--- config.mk ---
export PLATFORM = sky130hd
export DESIGN_NAME = stim_burst_scheduler
export DESIGN_NICKNAME = d
export VERILOG_FILES = /design/src/rtl/stim_burst_scheduler_pkg.sv /design/src/rtl/stim_burst_scheduler_pulse_gen.sv /design/src/rtl/stim_burst_scheduler.sv
export SDC_FILE = /design/constraint.sdc
export NUM_CORES = 1
export LEC_CHECK = 0
export CORE_MARGIN = 3
export CORE_UTILIZATION = 54
export DETAILED_ROUTE_END_ITERATION = 7
export HOLD_SLACK_MARGIN = 0.08
export PLACE_DENSITY = 0.77
export SLEW_MARGIN = 20
export SYNTH_ARGS = -nofsm -noshare
export SYNTH_HDL_FRONTEND = slang
export SYNTH_SLANG_ARGS = --single-unit
--- constraint.sdc ---
create_clock -name clk -period 10.72 [get_ports clk]
set_clock_uncertainty 0.2 [all_clocks]
set_input_delay 2.144 -clock clk [delete_from_list [all_inputs] [get_ports clk]]
set_output_delay 2.144 -clock clk [all_outputs]
set_load 0.03 [all_outputs]
--- src/rtl/stim_burst_scheduler_pkg.sv ---
// Shared types and constants for the stimulation burst scheduler.
package stim_burst_scheduler_pkg;

  // Highest electrode index; select and switch buses are ElecNum+1 bits wide.
  localparam int unsigned ElecNum = 15;
  localparam int unsigned ElecW   = ElecNum + 1;

  // Inter-phase gap length in clk cycles, and its down-counter load value.
  localparam int unsigned GapCycles = 1;
  localparam logic [2:0]  GapLoad   = 3'(GapCycles - 1);

  // Stimulator state encoding. The scheduler uses StIdle/StWait/StOff, the
  // pulse generator uses StIdle/StPhaseA/StGap/StPhaseB.
  typedef enum logic [2:0] {
    StIdle   = 3'd0,
    StWait   = 3'd1,
    StPhaseA = 3'd2,
    StGap    = 3'd3,
    StPhaseB = 3'd4,
    StOff    = 3'd5
  } stim_state_e;

  // One ramp step: add ramp to the accumulator, saturating at amp*16.
  // A zero ramp jumps straight to full amplitude.
  function automatic logic [10:0] ramp_step(input logic [10:0] acc,
                                            input logic [9:0]  ramp,
                                            input logic [5:0]  amp);
    logic [10:0] cap;
    logic [11:0] sum;
    cap = {1'b0, amp, 4'b0000};
    sum = {1'b0, acc} + {2'b00, ramp};
    if ((ramp == 10'd0) || (sum >= {1'b0, cap})) begin
      return cap;
    end
    return sum[10:0];
  endfunction

endpackage

--- src/rtl/stim_burst_scheduler_pulse_gen.sv ---
// Biphasic pulse sequencer: PHASE_A, fixed gap, PHASE_B with swapped switches.
// All outputs are registered; a start on the last PHASE_B cycle chains pulses.
module stim_pulse_gen
  import stim_burst_scheduler_pkg::*;
(
  input  logic             clk_i,
  input  logic             rst_ni,
  input  logic             start_i,
  input  logic [2:0]       phase_dur_i,
  input  logic [5:0]       dac_i,
  input  logic [ElecW-1:0] elec_a_i,
  input  logic [ElecW-1:0] elec_b_i,
  output stim_state_e      state_o,
  output logic             last_o,
  output logic [ElecW-1:0] up_o,
  output logic [ElecW-1:0] down_o,
  output logic [5:0]       dac_o,
  output logic             active_o
);

  stim_state_e      state_q;
  logic [2:0]       cnt_q;
  logic [2:0]       ph_q;
  logic [5:0]       dac_q;
  logic [ElecW-1:0] elec_a_q;
  logic [ElecW-1:0] elec_b_q;
  logic [2:0]       ph_ld;
  logic             load;

  // Phase length load value (zero width behaves as one cycle) and start qualification.
  always_comb begin
    ph_ld  = (phase_dur_i == 3'd0) ? 3'd0 : phase_dur_i - 3'd1;
    last_o = (state_q == StPhaseB) && (cnt_q == 3'd0);
    load   = start_i && ((state_q == StIdle) || last_o);
  end

  assign state_o = state_q;

  // Phase sequencer with registered switch, DAC and activity outputs.
  always_ff @(posedge clk_i or negedge rst_ni) begin
    if (!rst_ni) begin
      state_q  <= StIdle;
      cnt_q    <= '0;
      ph_q     <= '0;
      dac_q    <= '0;
      elec_a_q <= '0;
      elec_b_q <= '0;
      up_o     <= '0;
      down_o   <= '0;
      dac_o    <= '0;
      active_o <= 1'b0;
    end else if (load) begin
      state_q  <= StPhaseA;
      cnt_q    <= ph_ld;
      ph_q     <= ph_ld;
      dac_q    <= dac_i;
      elec_a_q <= elec_a_i;
      elec_b_q <= elec_b_i;
      up_o     <= elec_a_i;
      down_o   <= elec_b_i;
      dac_o    <= dac_i;
      active_o <= 1'b1;
    end else begin
      unique case (state_q)
        StPhaseA: begin
          if (cnt_q == 3'd0) begin
            state_q <= StGap;
            cnt_q   <= GapLoad;
            up_o    <= '0;
            down_o  <= '0;
            dac_o   <= '0;
          end else begin
            cnt_q <= cnt_q - 3'd1;
          end
        end
        StGap: begin
          if (cnt_q == 3'd0) begin
            state_q <= StPhaseB;
            cnt_q   <= ph_q;
            up_o    <= elec_b_q;
            down_o  <= elec_a_q;
            dac_o   <= dac_q;
          end else begin
            cnt_q <= cnt_q - 3'd1;
          end
        end
        StPhaseB: begin
          if (cnt_q == 3'd0) begin
            state_q  <= StIdle;
            up_o     <= '0;
            down_o   <= '0;
            dac_o    <= '0;
            active_o <= 1'b0;
          end else begin
            cnt_q <= cnt_q - 3'd1;
          end
        end
        default: begin
          state_q  <= StIdle;
          up_o     <= '0;
          down_o   <= '0;
          dac_o    <= '0;
          active_o <= 1'b0;
        end
      endcase
    end
  end

endmodule

--- src/rtl/stim_burst_scheduler.sv ---
// Burst scheduler: period spacing, ON/OFF bursts, amplitude ramp and shadow
// registers. Biphasic sequencing is delegated to stim_pulse_gen.
module stim_burst_scheduler
  import stim_burst_scheduler_pkg::*;
(
  input  logic             clk,
  input  logic             reset_l,
  input  logic             enable,
  input  logic [5:0]       amplitude,
  input  logic [11:0]      freq,
  input  logic [2:0]       phase_dur,
  input  logic [9:0]       ramp_factor,
  input  logic [7:0]       on_time,
  input  logic [9:0]       off_time,
  input  logic [ElecW-1:0] electrode1,
  input  logic [ElecW-1:0] electrode2,
  output logic [ElecW-1:0] up_switches,
  output logic [ElecW-1:0] down_switches,
  output logic [5:0]       DAC,
  output logic             pulse_active
);

  stim_state_e      state_q;
  logic [5:0]       amp_q;
  logic [11:0]      freq_q;
  logic [2:0]       phase_q;
  logic [9:0]       ramp_q;
  logic [7:0]       on_q;
  logic [9:0]       off_q;
  logic [ElecW-1:0] e1_q;
  logic [ElecW-1:0] e2_q;
  logic [10:0]      acc_q;
  logic [7:0]       pulses_q;
  logic [11:0]      slot_q;    // cycles since pulse start (WAIT) or within OFF period
  logic [9:0]       offp_q;    // completed OFF periods

  stim_state_e      pg_state;
  logic             pg_last;
  logic             pg_free;
  logic             burst_ok;
  logic             slot_due;
  logic             new_burst;
  logic             next_pulse;
  logic             go_idle;
  logic             go_off;
  logic             pulse_start;
  logic [10:0]      acc_new;
  logic [2:0]       pulse_phase;
  logic [ElecW-1:0] pulse_e1;
  logic [ElecW-1:0] pulse_e2;

  // Scheduling decisions; a new burst takes its parameters from the live inputs.
  always_comb begin
    burst_ok   = enable && (freq != 12'd0) && (on_time != 8'd0);
    pg_free    = (pg_state == StIdle) || pg_last;
    // Long pulses push the next start to the cycle after PHASE_B ends.
    slot_due   = (slot_q >= freq_q - 12'd1) && pg_free;
    new_burst  = 1'b0;
    next_pulse = 1'b0;
    go_idle    = 1'b0;
    go_off     = 1'b0;
    unique case (state_q)
      StIdle: new_burst = burst_ok;
      StWait: begin
        if (!enable) begin
          // Never cut a pulse short: wait for PHASE_B to finish.
          go_idle = pg_free;
        end else if (slot_due) begin
          if (pulses_q < on_q) begin
            next_pulse = 1'b1;
          end else if (off_q != 10'd0) begin
            go_off = 1'b1;
          end else if (burst_ok) begin
            new_burst = 1'b1;
          end else begin
            go_idle = 1'b1;
          end
        end
      end
      StOff: begin
        if (!enable) begin
          go_idle = 1'b1;
        end else if ((slot_q == freq_q - 12'd1) && (offp_q == off_q - 10'd1)) begin
          new_burst = burst_ok;
          go_idle   = !burst_ok;
        end
      end
      default: go_idle = 1'b1;
    endcase

    acc_new     = new_burst ? ramp_step(11'd0, ramp_factor, amplitude)
                            : ramp_step(acc_q, ramp_q, amp_q);
    pulse_phase = new_burst ? phase_dur  : phase_q;
    pulse_e1    = new_burst ? electrode1 : e1_q;
    pulse_e2    = new_burst ? electrode2 : e2_q;
    pulse_start = new_burst || next_pulse;
  end

  // Scheduler state, shadow registers, ramp accumulator and counters.
  always_ff @(posedge clk or negedge reset_l) begin
    if (!reset_l) begin
      state_q  <= StIdle;
      amp_q    <= '0;
      freq_q   <= '0;
      phase_q  <= '0;
      ramp_q   <= '0;
      on_q     <= '0;
      off_q    <= '0;
      e1_q     <= '0;
      e2_q     <= '0;
      acc_q    <= '0;
      pulses_q <= '0;
      slot_q   <= '0;
      offp_q   <= '0;
    end else if (new_burst) begin
      state_q  <= StWait;
      amp_q    <= amplitude;
      freq_q   <= freq;
      phase_q  <= phase_dur;
      ramp_q   <= ramp_factor;
      on_q     <= on_time;
      off_q    <= off_time;
      e1_q     <= electrode1;
      e2_q     <= electrode2;
      acc_q    <= acc_new;
      pulses_q <= 8'd1;
      slot_q   <= '0;
      offp_q   <= '0;
    end else if (next_pulse) begin
      acc_q    <= acc_new;
      pulses_q <= pulses_q + 8'd1;
      slot_q   <= '0;
    end else if (go_idle) begin
      state_q  <= StIdle;
      acc_q    <= '0;
      pulses_q <= '0;
      slot_q   <= '0;
      offp_q   <= '0;
    end else if (go_off) begin
      state_q <= StOff;
      slot_q  <= '0;
      offp_q  <= '0;
    end else if (state_q == StOff) begin
      if (slot_q == freq_q - 12'd1) begin
        slot_q <= '0;
        if (offp_q != 10'h3ff) offp_q <= offp_q + 10'd1;
      end else begin
        slot_q <= slot_q + 12'd1;
      end
    end else if ((state_q == StWait) && (slot_q != 12'hfff)) begin
      slot_q <= slot_q + 12'd1;
    end
  end

  stim_pulse_gen u_pulse_gen (
    .clk_i       (clk),
    .rst_ni      (reset_l),
    .start_i     (pulse_start),
    .phase_dur_i (pulse_phase),
    .dac_i       (acc_new[9:4]),
    .elec_a_i    (pulse_e1),
    .elec_b_i    (pulse_e2),
    .state_o     (pg_state),
    .last_o      (pg_last),
    .up_o        (up_switches),
    .down_o      (down_switches),
    .dac_o       (DAC),
    .active_o    (pulse_active)
  );

endmodule

==> results of run 1 <==
-- Yosys cell counts (all sizes together), types with 29 or more instances --
cell	instances	share of area, %
a21o	39	2.5
a21oi	29	1.3
a22o	33	2.5
clkbuf	32	1.1
dfrtp	210	46
ha	51	5.6
inv	41	1.3
mux2	76	8.7
nand2	132	4.3
nor2	54	1.8
nor3	38	1.7
o21ai	47	2.0
o22a	33	2.5
-- kinds of logic after synthesis --
group                      synth area share [%]
and+or+nand+nor                            14.5
AOI/OAI and AO/OA                          17.0
DFF                                        45.8
buffers and inverters                      3.67
muxes                                      10.1
adders and majority gates                  5.73
xor gates and xnor gates                   3.20
-- final cells by class --
class | count | area share, %
multi-input cells | 790 | 42.8
flip-flops and latches | 210 | 38.5
clock buffers | 33 | 4.80
clock inverters | 10 | 0.834
repair buffers | 129 | 9.51
inverters | 41 | 1.13
well taps | 270 | 2.48
-- state kept, by name (all words and copies together) (netlist names), 10 cells and up --
signal / cells
e1_q: 16
e2_q: 16
u_pulse_gen.down_o: 16
u_pulse_gen.elec_a_q: 16
u_pulse_gen.elec_b_q: 16
u_pulse_gen.up_o: 16
freq_q: 12
slot_q: 12
acc_q: 11
off_q: 10
offp_q: 10
ramp_q: 10
-- path summary, 6_finish.rpt --
check | to
min in group asynchronous | off_q[1]
max | u_pulse_gen.cnt_q[2]
max in group asynchronous | u_pulse_gen.elec_a_q[7]
min | u_pulse_gen.elec_b_q[3]
max reg2reg | u_pulse_gen.cnt_q[2]
min reg2reg | u_pulse_gen.elec_b_q[3]
-- power groups by stage --
stage / logic (mW) / clock network [mW] / registers [mW]
4_1_cts: 1.89 / 0.813 / 1.40
2_1_floorplan: 1.29 / 0 / 1.47
3_5_place_dp: 1.88 / 0 / 1.41
5_1_grt: 2.09 / 0.850 / 1.45
3_3_place_gp: 1.83 / 0 / 1.40
6_report: 1.90 / 0.797 / 1.41
-- layer usage --
| metal | part of all wire (%) | vias up | wire [um] |
|---|---|---|---|
| met3 | 5.3 | 38 | 1450 |
| met1 | 44 | 4484 | 12100 |
| met2 | 49 | 260 | 13400 |
| met4 | 1.7 | 0 | 466 |
| li1 | - | 4190 | - |
| met5 | 0 | - | 0 |
==> results.txt, run 1 <==
Top Ports: 123
Total Power: 4.11 mW
Final core utilization: 66.4%
Critical path launch point: freq[5]
Period utilization: 52.2%
Crit-path leading delay family: simple AND/OR/NAND/NOR gates
Flop pwr share: 34.2%
Final setup violation count: 0
Die width: 152 um
Dpl cells: 1439
Placed inst area: 12900 um^2
Worst Max-Slew Pin Slew: 1100 ps
Most frequent cells in the layout: 210 x dfrtp_1, 132 x nand2_1, 121 x clkdlybuf4s50_1, 52 x nor2_1, 51 x ha_1
Slowest stage delay, CP: 790 ps
Die area: 23100 um^2
Initial Util: 55.9%
Average footprint of a synthesized cell: 10.5 um^2
Dpl hpwl: 18.6 mm
Fin worst setup slack: 5120 ps
Tot GR Track Use: 23.4%
Grt met2 use: 39.0%
Syn_nets: 1231
Port Buf Inserts: 122
Post-Synthesis Cells: 1095
Arrival time worst endpoint: 5780 ps
Initial DRC count: 711
Pin count of the biggest net entering global routing: 84
Static leakage: 6.23 nW
Max Slew Vio Count: 0
FF-to-FF path depth: 16
Post-DRT Antenna Nets: 0
Reg-to-reg slack, setup: 5200 ps
Critical Path RT: 10910 ps
Comb power frac: 46.4%
Area of the multi-input gates: 5830 um^2
Bufs on Longest Clock Path: 3
Die height: 152 um
RR Startpoint: freq_q[2]
Crit end category: flip-flop
Grt met1 use: 32.4%
Final min period: 5600 ps
H-tree depth: 1
Final Instance Area: 13600 um^2
Hold path startpoint: u_pulse_gen.elec_b_q[3]
Netlist cell types: 77
Number of synthesized flops with an enable pin: 0
Routed vias: 8972
Drt drc: 0
Row count: 52
Register area: 5260 um^2
Power Density: 301 nW/um^2
CORE AREA: 20600 um^2
NetSw: 1.59 mW
Seq/Total Area, Yosys: 45.8%
Crit-path slowest cell: nand2b_4
YS warnings: 0
CP startpoint kind: primary input
Flops & latches, synth: 210
Fmax: 179 MHz
RSZ-0062 raised after global routing: no
Setup TNS: 0 ps
Crit Path Class: primary input to flip-flop
Critical path peak fanout: 51
Synth Flop Type: dfrtp_1
Clock slew at reported path FFs: 60 ps
Via/cell ratio: 6.05
Setup repair bufs after CTS: 0
CTS Buf Count: 24
Final Wtd Congestion: 0.864
Commonest non-fill, non-tap cell in the layout: dfrtp_1
Most frequent CP cell: nand3_1
Mapped Area: 11500 um^2
Sw frac: 38.6%
First-pass GRT wire length: 45.8 mm
Status: finished, final reports clean
Synth async-reset ratio: 100%
TritonCTS clock tree: yes
# diodes: 0
Routed len/inst: 18.5 um
HP Class: flip-flop to flip-flop
Antenna violations before repair: 0
M3 GR Usage: 3.56%
Hold path depth: 1
Max Cap Viol: 0
Post-place setup slack: 4570 ps
Clock Power Share: 19.4%
Critical path depth in cells: 10
Root Driver: clkbuf_16
Final std cells w/o fill: 1483
Worst-path cell chain: clkdlybuf4s50_1 -> nor4_1 -> nand3_1 -> nand3_1 -> inv_1 -> nand2b_4 -> mux2_4 -> ha_1 -> and3_1 -> a311o_1
CTS sink cnt: 210
Layout cell share with drive strength beyond 1: 11.7%
Busiest layer in global routing: met2
Max transition margin: 26.5%
CP bufs+invs: 2
Clock latency on the worst-skew pair: 530 ps
DRT Pass-1 Iters: 5
Peak supply drop: 0.156 mV
Final net count: 1332
Post-CTS sizing: 0
Hold slack: 277 ps
CTS Hold Buffers Added: 0
Vias in the first global route: 9077
Grt ovf: 0
Final Hold Fails: 0
Fillers: 1616
Cell internal pwr: 2.52 mW
Post-Route WL: 27.4 mm
Area grow syn2layout: 18.8%
Note: power is estimated with default switching activity, not from simulation.
==> inputs of run 2 (changes only) <==
--- a/config.mk
+++ b/config.mk
@@ -6,7 +6,7 @@
 export NUM_CORES = 1
 export LEC_CHECK = 0
 export CORE_MARGIN = 3
-export CORE_UTILIZATION = 54
+export CORE_UTILIZATION = 52
 export DETAILED_ROUTE_END_ITERATION = 7
 export HOLD_SLACK_MARGIN = 0.08
 export PLACE_DENSITY = 0.77
==> constraint.sdc (replaced) <==
create_clock -name clk -period 4.7 [get_ports clk]
set_clock_uncertainty 0.2 [all_clocks]
set_input_delay 0.94 -clock clk [delete_from_list [all_inputs] [get_ports clk]]
set_output_delay 0.94 -clock clk [all_outputs]
set_load 0.03 [all_outputs]
==> results.txt, run 2 (synthesis results as in run 1) <==
Status: finished, final reports clean (unchanged)
Post-DRT Antenna Nets: 0 (unchanged)
Tot GR Track Use: 23.0% (was 23.4%)
Die width: 155 um (was 152 um)
Final Hold Fails: 0 (unchanged)
Via/cell ratio: 5.98 (was 6.05)
Max transition margin: 43.7% (was 26.5%)
H-tree depth: 1 (unchanged)
Area grow syn2layout: 20.9% (was 18.8%)
Initial DRC count: 633 (was 711)
Clock slew at reported path FFs: 60 ps (about the same)
Top Ports: 123 (unchanged)
RSZ-0062 raised after global routing: no (unchanged)
Critical Path RT: 4910 ps (was 10910 ps)
Period utilization: 94.1%
Cell internal pwr: 5.96 mW (was 2.52 mW)
Routed len/inst: 18.3 um (was 18.5 um)
Arrival time worst endpoint: 4630 ps (was 5780 ps)
Grt ovf: 0 (unchanged)
Final Wtd Congestion: 0.890 (was 0.864)
Clock latency on the worst-skew pair: 520 ps (was 530 ps)
Post-Route WL: 27.4 mm (about the same)
Final setup violation count: 0 (unchanged)
CORE AREA: 21400 um^2 (was 20600 um^2)
Drt drc: 0 (unchanged)
Bufs on Longest Clock Path: 3 (unchanged)
Die height: 155 um (was 152 um)
Root Driver: clkbuf_16 (unchanged)
Setup TNS: 0 ps (unchanged)
Clock Power Share: 20.8% (was 19.4%)
TritonCTS clock tree: yes (unchanged)
Initial Util: 53.8% (was 55.9%)
Max Slew Vio Count: 0 (unchanged)
Layout cell share with drive strength beyond 1: 13.2% (was 11.7%)
CTS sink cnt: 210 (unchanged)
Port Buf Inserts: 122 (unchanged)
Power Density: 692 nW/um^2 (was 301 nW/um^2)
Critical path peak fanout: 6 (was 51)
Most frequent cells in the layout: 210 x dfrtp_1, 132 x nand2_1, 121 x clkdlybuf4s50_1, 52 x nor2_1, 51 x ha_1 (unchanged)
DRT Pass-1 Iters: 5 (unchanged)
NetSw: 3.64 mW (was 1.59 mW)
Flop pwr share: 33.4% (was 34.2%)
Sw frac: 38.0% (was 38.6%)
Static leakage: 6.35 nW (was 6.23 nW)
Fmax: 226 MHz
Hold slack: 275 ps (was 277 ps)
Routed vias: 8965 (was 8972)
Final min period: 4430 ps
Crit end category: flip-flop (unchanged)
First-pass GRT wire length: 46.1 mm (was 45.8 mm)
CTS Hold Buffers Added: 0 (unchanged)
Worst Max-Slew Pin Slew: 844 ps (was 1100 ps)
Die area: 23900 um^2 (was 23100 um^2)
Comb power frac: 45.8% (was 46.4%)
Row count: 53 (was 52)
Final net count: 1343 (was 1332)
CP startpoint kind: flip-flop (was primary input)
# diodes: 0 (unchanged)
Pin count of the biggest net entering global routing: 100 (was 84)
Vias in the first global route: 9044 (was 9077)
Antenna violations before repair: 0 (unchanged)
Crit Path Class: flip-flop to flip-flop (was primary input to flip-flop)
HP Class: flip-flop to flip-flop (unchanged)
CTS Buf Count: 23 (was 24)
Max Cap Viol: 0 (unchanged)
Commonest non-fill, non-tap cell in the layout: dfrtp_1 (unchanged)
Dpl hpwl: 19.2 mm (was 18.6 mm)
Peak supply drop: 0.276 mV (was 0.156 mV)
run 2: cell count changes in the layout (fill, tap and decap cells not counted), sizes merged:
cell,previous run,this run
buf,7,19
clkbuf,34,30
bufinv,2,5
clkinv,7,6
inv,41,42
run 2: cell type report:
class                           count  area, um^2
Tap cell                          275         344
Clock inverter                     13         208
Multi-Input combinational cell    790        5850
Clock buffer                       29         648
Fill cell                        1668        7470
Sequential cell                   210        5260
Inverter                           41         154
Timing Repair Buffer              141        1430
run 2: worst paths after layout:
path / cells past startpoint / slack (ps) / from / endpoint
max: 16 / 270 / freq_q[2] / u_pulse_gen.cnt_q[2]
min: 1 / 270 / u_pulse_gen.elec_b_q[2] / u_pulse_gen.elec_b_q[2]
max reg2reg: 16 / 270 / freq_q[2] / u_pulse_gen.cnt_q[2]
min reg2reg: 1 / 270 / u_pulse_gen.elec_b_q[2] / u_pulse_gen.elec_b_q[2]
max in group asynchronous: 2 / 3110 / reset_l / e1_q[1]
min in group asynchronous: 1 / 300 / reset_l / offp_q[4]
run 2: metrics by stage:
step	area, um^2	power [mW]	worst slack, ps	std cells	utilization (%)
3_5_place_dp	13000	7.55	212	1454	60.7
2_1_floorplan	11500	6.29	265	1095	-
4_1_cts	13800	9.60	210	1496	64.7
3_3_place_gp	13000	7.40	353	1454	60.7
6_report	13900	9.60	275	1499	65.0
5_1_grt	13900	10.2	8.24	1499	65.0
run 2: worst max-delay path, stage by stage, from the launching register on:
cell	delay, ps
dfrtp_1	440
nor4_2	360
nand2_1	160
nor4_1	260
xnor2_1	170
ha_1	260
a21o_1	180
a21o_1	170
a21o_1	170
or3_1	380
a31oi_4	250
o22a_2	190
nand2b_4	170
mux2_4	320
ha_1	190
and3_1	150
a311o_1	320
run 2: repair_timing:
action                                  4_1_cts  5_1_grt
endpoints found under the hold margin         0        0
endpoints found under the setup margin        0       41
gates resized for setup                       0        3
buffers inserted                              0        2
run 2: power by group through the flow:
stage / sequential, mW / clock (mW) / combinational (mW)
finish: 3.21 / 2.00 / 4.39
global route: 3.32 / 2.10 / 4.83
CTS: 3.20 / 2.03 / 4.37
detailed placement: 3.21 / 0 / 4.33
global placement: 3.19 / 0 / 4.21
floorplan: 3.36 / 0 / 2.93
run 2: layer usage:
| metal | part of all wire (%) | routed length [um] | GRT usage (%) | vias to the layer above |
|---|---|---|---|---|
| li1 | - | - | - | 4208 |
| met1 | 45 | 12500 | 33.3 | 4478 |
| met2 | 47 | 13000 | 36.9 | 234 |
| met3 | 5.2 | 1420 | 3.16 | 45 |
| met4 | 2.1 | 562 | 5.97 | 0 |
| met5 | 0 | 0 | 0 | - |
==> inputs of run 3 (changes only) <==
--- a/config.mk
+++ b/config.mk
@@ -5,7 +5,7 @@
 export SDC_FILE = /design/constraint.sdc
 export NUM_CORES = 1
 export LEC_CHECK = 0
-export CORE_MARGIN = 3
+export CORE_ASPECT_RATIO = 1.2
 export CORE_UTILIZATION = 52
 export DETAILED_ROUTE_END_ITERATION = 7
 export HOLD_SLACK_MARGIN = 0.08
==> results.txt, run 3 (synthesis results as in run 1) <==
Post-DRT Antenna Nets: 0 (unchanged)
Hold path endpoint: u_pulse_gen.elec_a_q[11] (was u_pulse_gen.elec_b_q[2])
NetSw: 3.60 mW (was 3.64 mW)
Dpl hpwl: 19.9 mm (was 19.2 mm)
Max Cap Viol: 0 (unchanged)
Hold path startpoint: u_pulse_gen.elec_a_q[11] (was u_pulse_gen.elec_b_q[2])
Port Buf Inserts: 122 (unchanged)
Critical path peak fanout: 14 (was 6)
Vias in the first global route: 8803 (was 9044)
Clock latency on the worst-skew pair: 510 ps (was 520 ps)
Final Hold Fails: 0 (unchanged)
DRT Pass-1 Iters: 7 (was 5)
Pin count of the biggest net entering global routing: 94 (was 100)
Most frequent cells in the layout: 210 x dfrtp_1, 132 x nand2_1, 121 x clkdlybuf4s50_1, 52 x nor2_1, 51 x ha_1 (unchanged)
First-pass GRT wire length: 44.8 mm (was 46.1 mm)
Clock slew at reported path FFs: 60 ps (about the same)
Final net count: 1345 (was 1343)
Commonest non-fill, non-tap cell in the layout: dfrtp_1 (unchanged)
Most frequent CP cell: a21o_1 (unchanged)
Initial DRC count: 486 (was 633)
Crit-path slowest cell: dfrtp_1 (unchanged)
Slowest stage delay, CP: 450 ps (was 440 ps)
Clock Power Share: 18.9% (was 20.8%)
Static leakage: 6.28 nW (was 6.35 nW)
TritonCTS clock tree: yes (unchanged)
Crit Path Class: flip-flop to flip-flop (unchanged)
RSZ-0062 raised after global routing: no (unchanged)
Comb power frac: 46.8% (was 45.8%)
CORE AREA: 21700 um^2 (was 21400 um^2)
Die width: 138 um (was 155 um)
FF-to-FF path depth: 17 (was 16)
Bufs on Longest Clock Path: 3 (unchanged)
Arrival time worst endpoint: 4620 ps (was 4630 ps)
Power Density: 680 nW/um^2 (was 692 nW/um^2)
Sw frac: 38.6% (was 38.0%)
Routed vias: 8942 (was 8965)
Cell internal pwr: 5.73 mW (was 5.96 mW)
Via/cell ratio: 5.97 (was 5.98)
Initial Util: 52.9% (was 53.8%)
Final Wtd Congestion: 0.996 (was 0.890)
Top Ports: 123 (unchanged)
Total Power: 9.32 mW (was 9.60 mW)
Hold path depth: 1 (unchanged)
Root Driver: clkbuf_16 (unchanged)
CTS sink cnt: 210 (unchanged)
H-tree depth: 1 (unchanged)
Worst-path cell chain: nor4_2 -> nand2_1 -> nor4_1 -> xnor2_1 -> ha_1 -> a21o_1 -> a21o_1 -> a21o_1 -> or3_1 -> a31oi_4 -> o22a_2 -> nand2b_4 -> buf_4 -> mux2i_1 -> ha_1 -> and3_1 -> a311o_1 (was nor4_2 -> nand2_1 -> nor4_1 -> xnor2_1 -> ha_1 -> a21o_1 -> a21o_1 -> a21o_1 -> or3_1 -> a31oi_4 -> o22a_2 -> nand2b_4 -> mux2_4 -> ha_1 -> and3_1 -> a311o_1)
# diodes: 0 (unchanged)
Setup TNS: 0 ps (unchanged)
Antenna violations before repair: 0 (unchanged)
Worst Max-Slew Pin Slew: 980 ps (was 844 ps)
CTS Buf Count: 23 (unchanged)
Routed len/inst: 18.6 um (was 18.3 um)
Max transition margin: 34.6% (was 43.7%)
Period utilization: 94.4% (was 94.1%)
Grt ovf: 0 (unchanged)
Peak supply drop: 0.447 mV (was 0.276 mV)
Reg-to-reg slack, setup: 270 ps (about the same)
Flop pwr share: 34.3% (was 33.4%)
Die height: 165 um (was 155 um)
Final setup violation count: 0 (unchanged)
CP startpoint kind: flip-flop (unchanged)
Post-Route WL: 27.8 mm (was 27.4 mm)
Area grow syn2layout: 19.4% (was 20.9%)
R2r endpoint: u_pulse_gen.cnt_q[2] (unchanged)
Max Slew Vio Count: 0 (unchanged)
RR Startpoint: freq_q[2] (unchanged)
Critical Path RT: 4890 ps (was 4910 ps)
Tot GR Track Use: 25.0% (was 23.0%)
Layout cell share with drive strength beyond 1: 12.6% (was 13.2%)
Die area: 22700 um^2 (was 23900 um^2)
Fmax: 225 MHz (was 226 MHz)
HP Class: flip-flop to flip-flop (unchanged)
Drt drc: 0 (unchanged)
Status: finished, final reports clean (unchanged)
Row count: 59 (was 53)
Crit end category: flip-flop (unchanged)
Final min period: 4430 ps (about the same)
CTS Hold Buffers Added: 0 (unchanged)
run 3: worst max-delay path by stage:
stage               from                   end  slack, ps  cells after the start
2_1_floorplan  freq_q[2]  u_pulse_gen.cnt_q[2]        270                     18
3_5_place_dp   freq_q[2]  u_pulse_gen.cnt_q[2]        250                     17
3_3_place_gp   freq_q[2]  u_pulse_gen.cnt_q[2]        330                     17
5_1_grt        ramp_q[0]  u_pulse_gen.dac_o[4]          9                     16
4_1_cts        freq_q[2]  u_pulse_gen.cnt_q[2]        210                     17
6_report       freq_q[2]  u_pulse_gen.cnt_q[2]        270                     17
run 3: repair_timing:
item | CTS | global route
buffers inserted | 0 | 1
gates resized for setup | 0 | 2
setup endpoints to repair | 0 | 1
endpoints found under the hold margin | 0 | 0
run 3: area by class of cell:
cell class / instances / area, um^2
fillers: 1739 / 7990
multi-input cells: 790 / 5840
flip-flops and latches: 210 / 5260
repair buffers: 143 / 1400
clock buffers: 37 / 688
well taps: 274 / 343
inverters: 41 / 154
clock inverters: 3 / 40.0
run 3: stage by stage:
step                      hold WS [ps]  area (um^2)  util [%]  instances  worst slack [ps]
final                              277        13700      63.2       1498               265
after global routing               280        13700      63.2       1498              9.20
after CTS                          278        13700      63.1       1497               211
after detailed placement           265        13000      59.7       1457               254
after global placement             259        13000      59.7       1457               334
after floorplan                    249        11500         -       1095               265
run 3: power groups by stage:
stage          registers, mW  clock network [mW]  logic, mW
3_3_place_gp            3.17                   0       4.20
5_1_grt                 3.29                1.87       4.78
2_1_floorplan           3.36                   0       2.93
6_report                3.20                1.76       4.36
3_5_place_dp            3.21                   0       4.34
4_1_cts                 3.19                1.78       4.36
run 3: critical path: cells and delay by family (launching register included):
kind | cells | cell delay [ps]
adder cells (fa/ha/maj) | 2 | 450
multiplexers | 1 | 120
AO/OA/AOI/OAI | 6 | 1260
AND/OR/NAND/NOR | 6 | 1420
flip-flops | 1 | 450
XOR/XNOR | 1 | 160
buffers and inverters | 1 | 260
run 3: layer usage:
layer | global-route usage, % | up-vias | wire [um]
met4 | 9.54 | 0 | 1010
li1 | - | 4203 | -
met3 | 3.81 | 62 | 1720
met1 | 30.9 | 4415 | 11300
met5 | 0 | - | 0
met2 | 43.7 | 262 | 13800
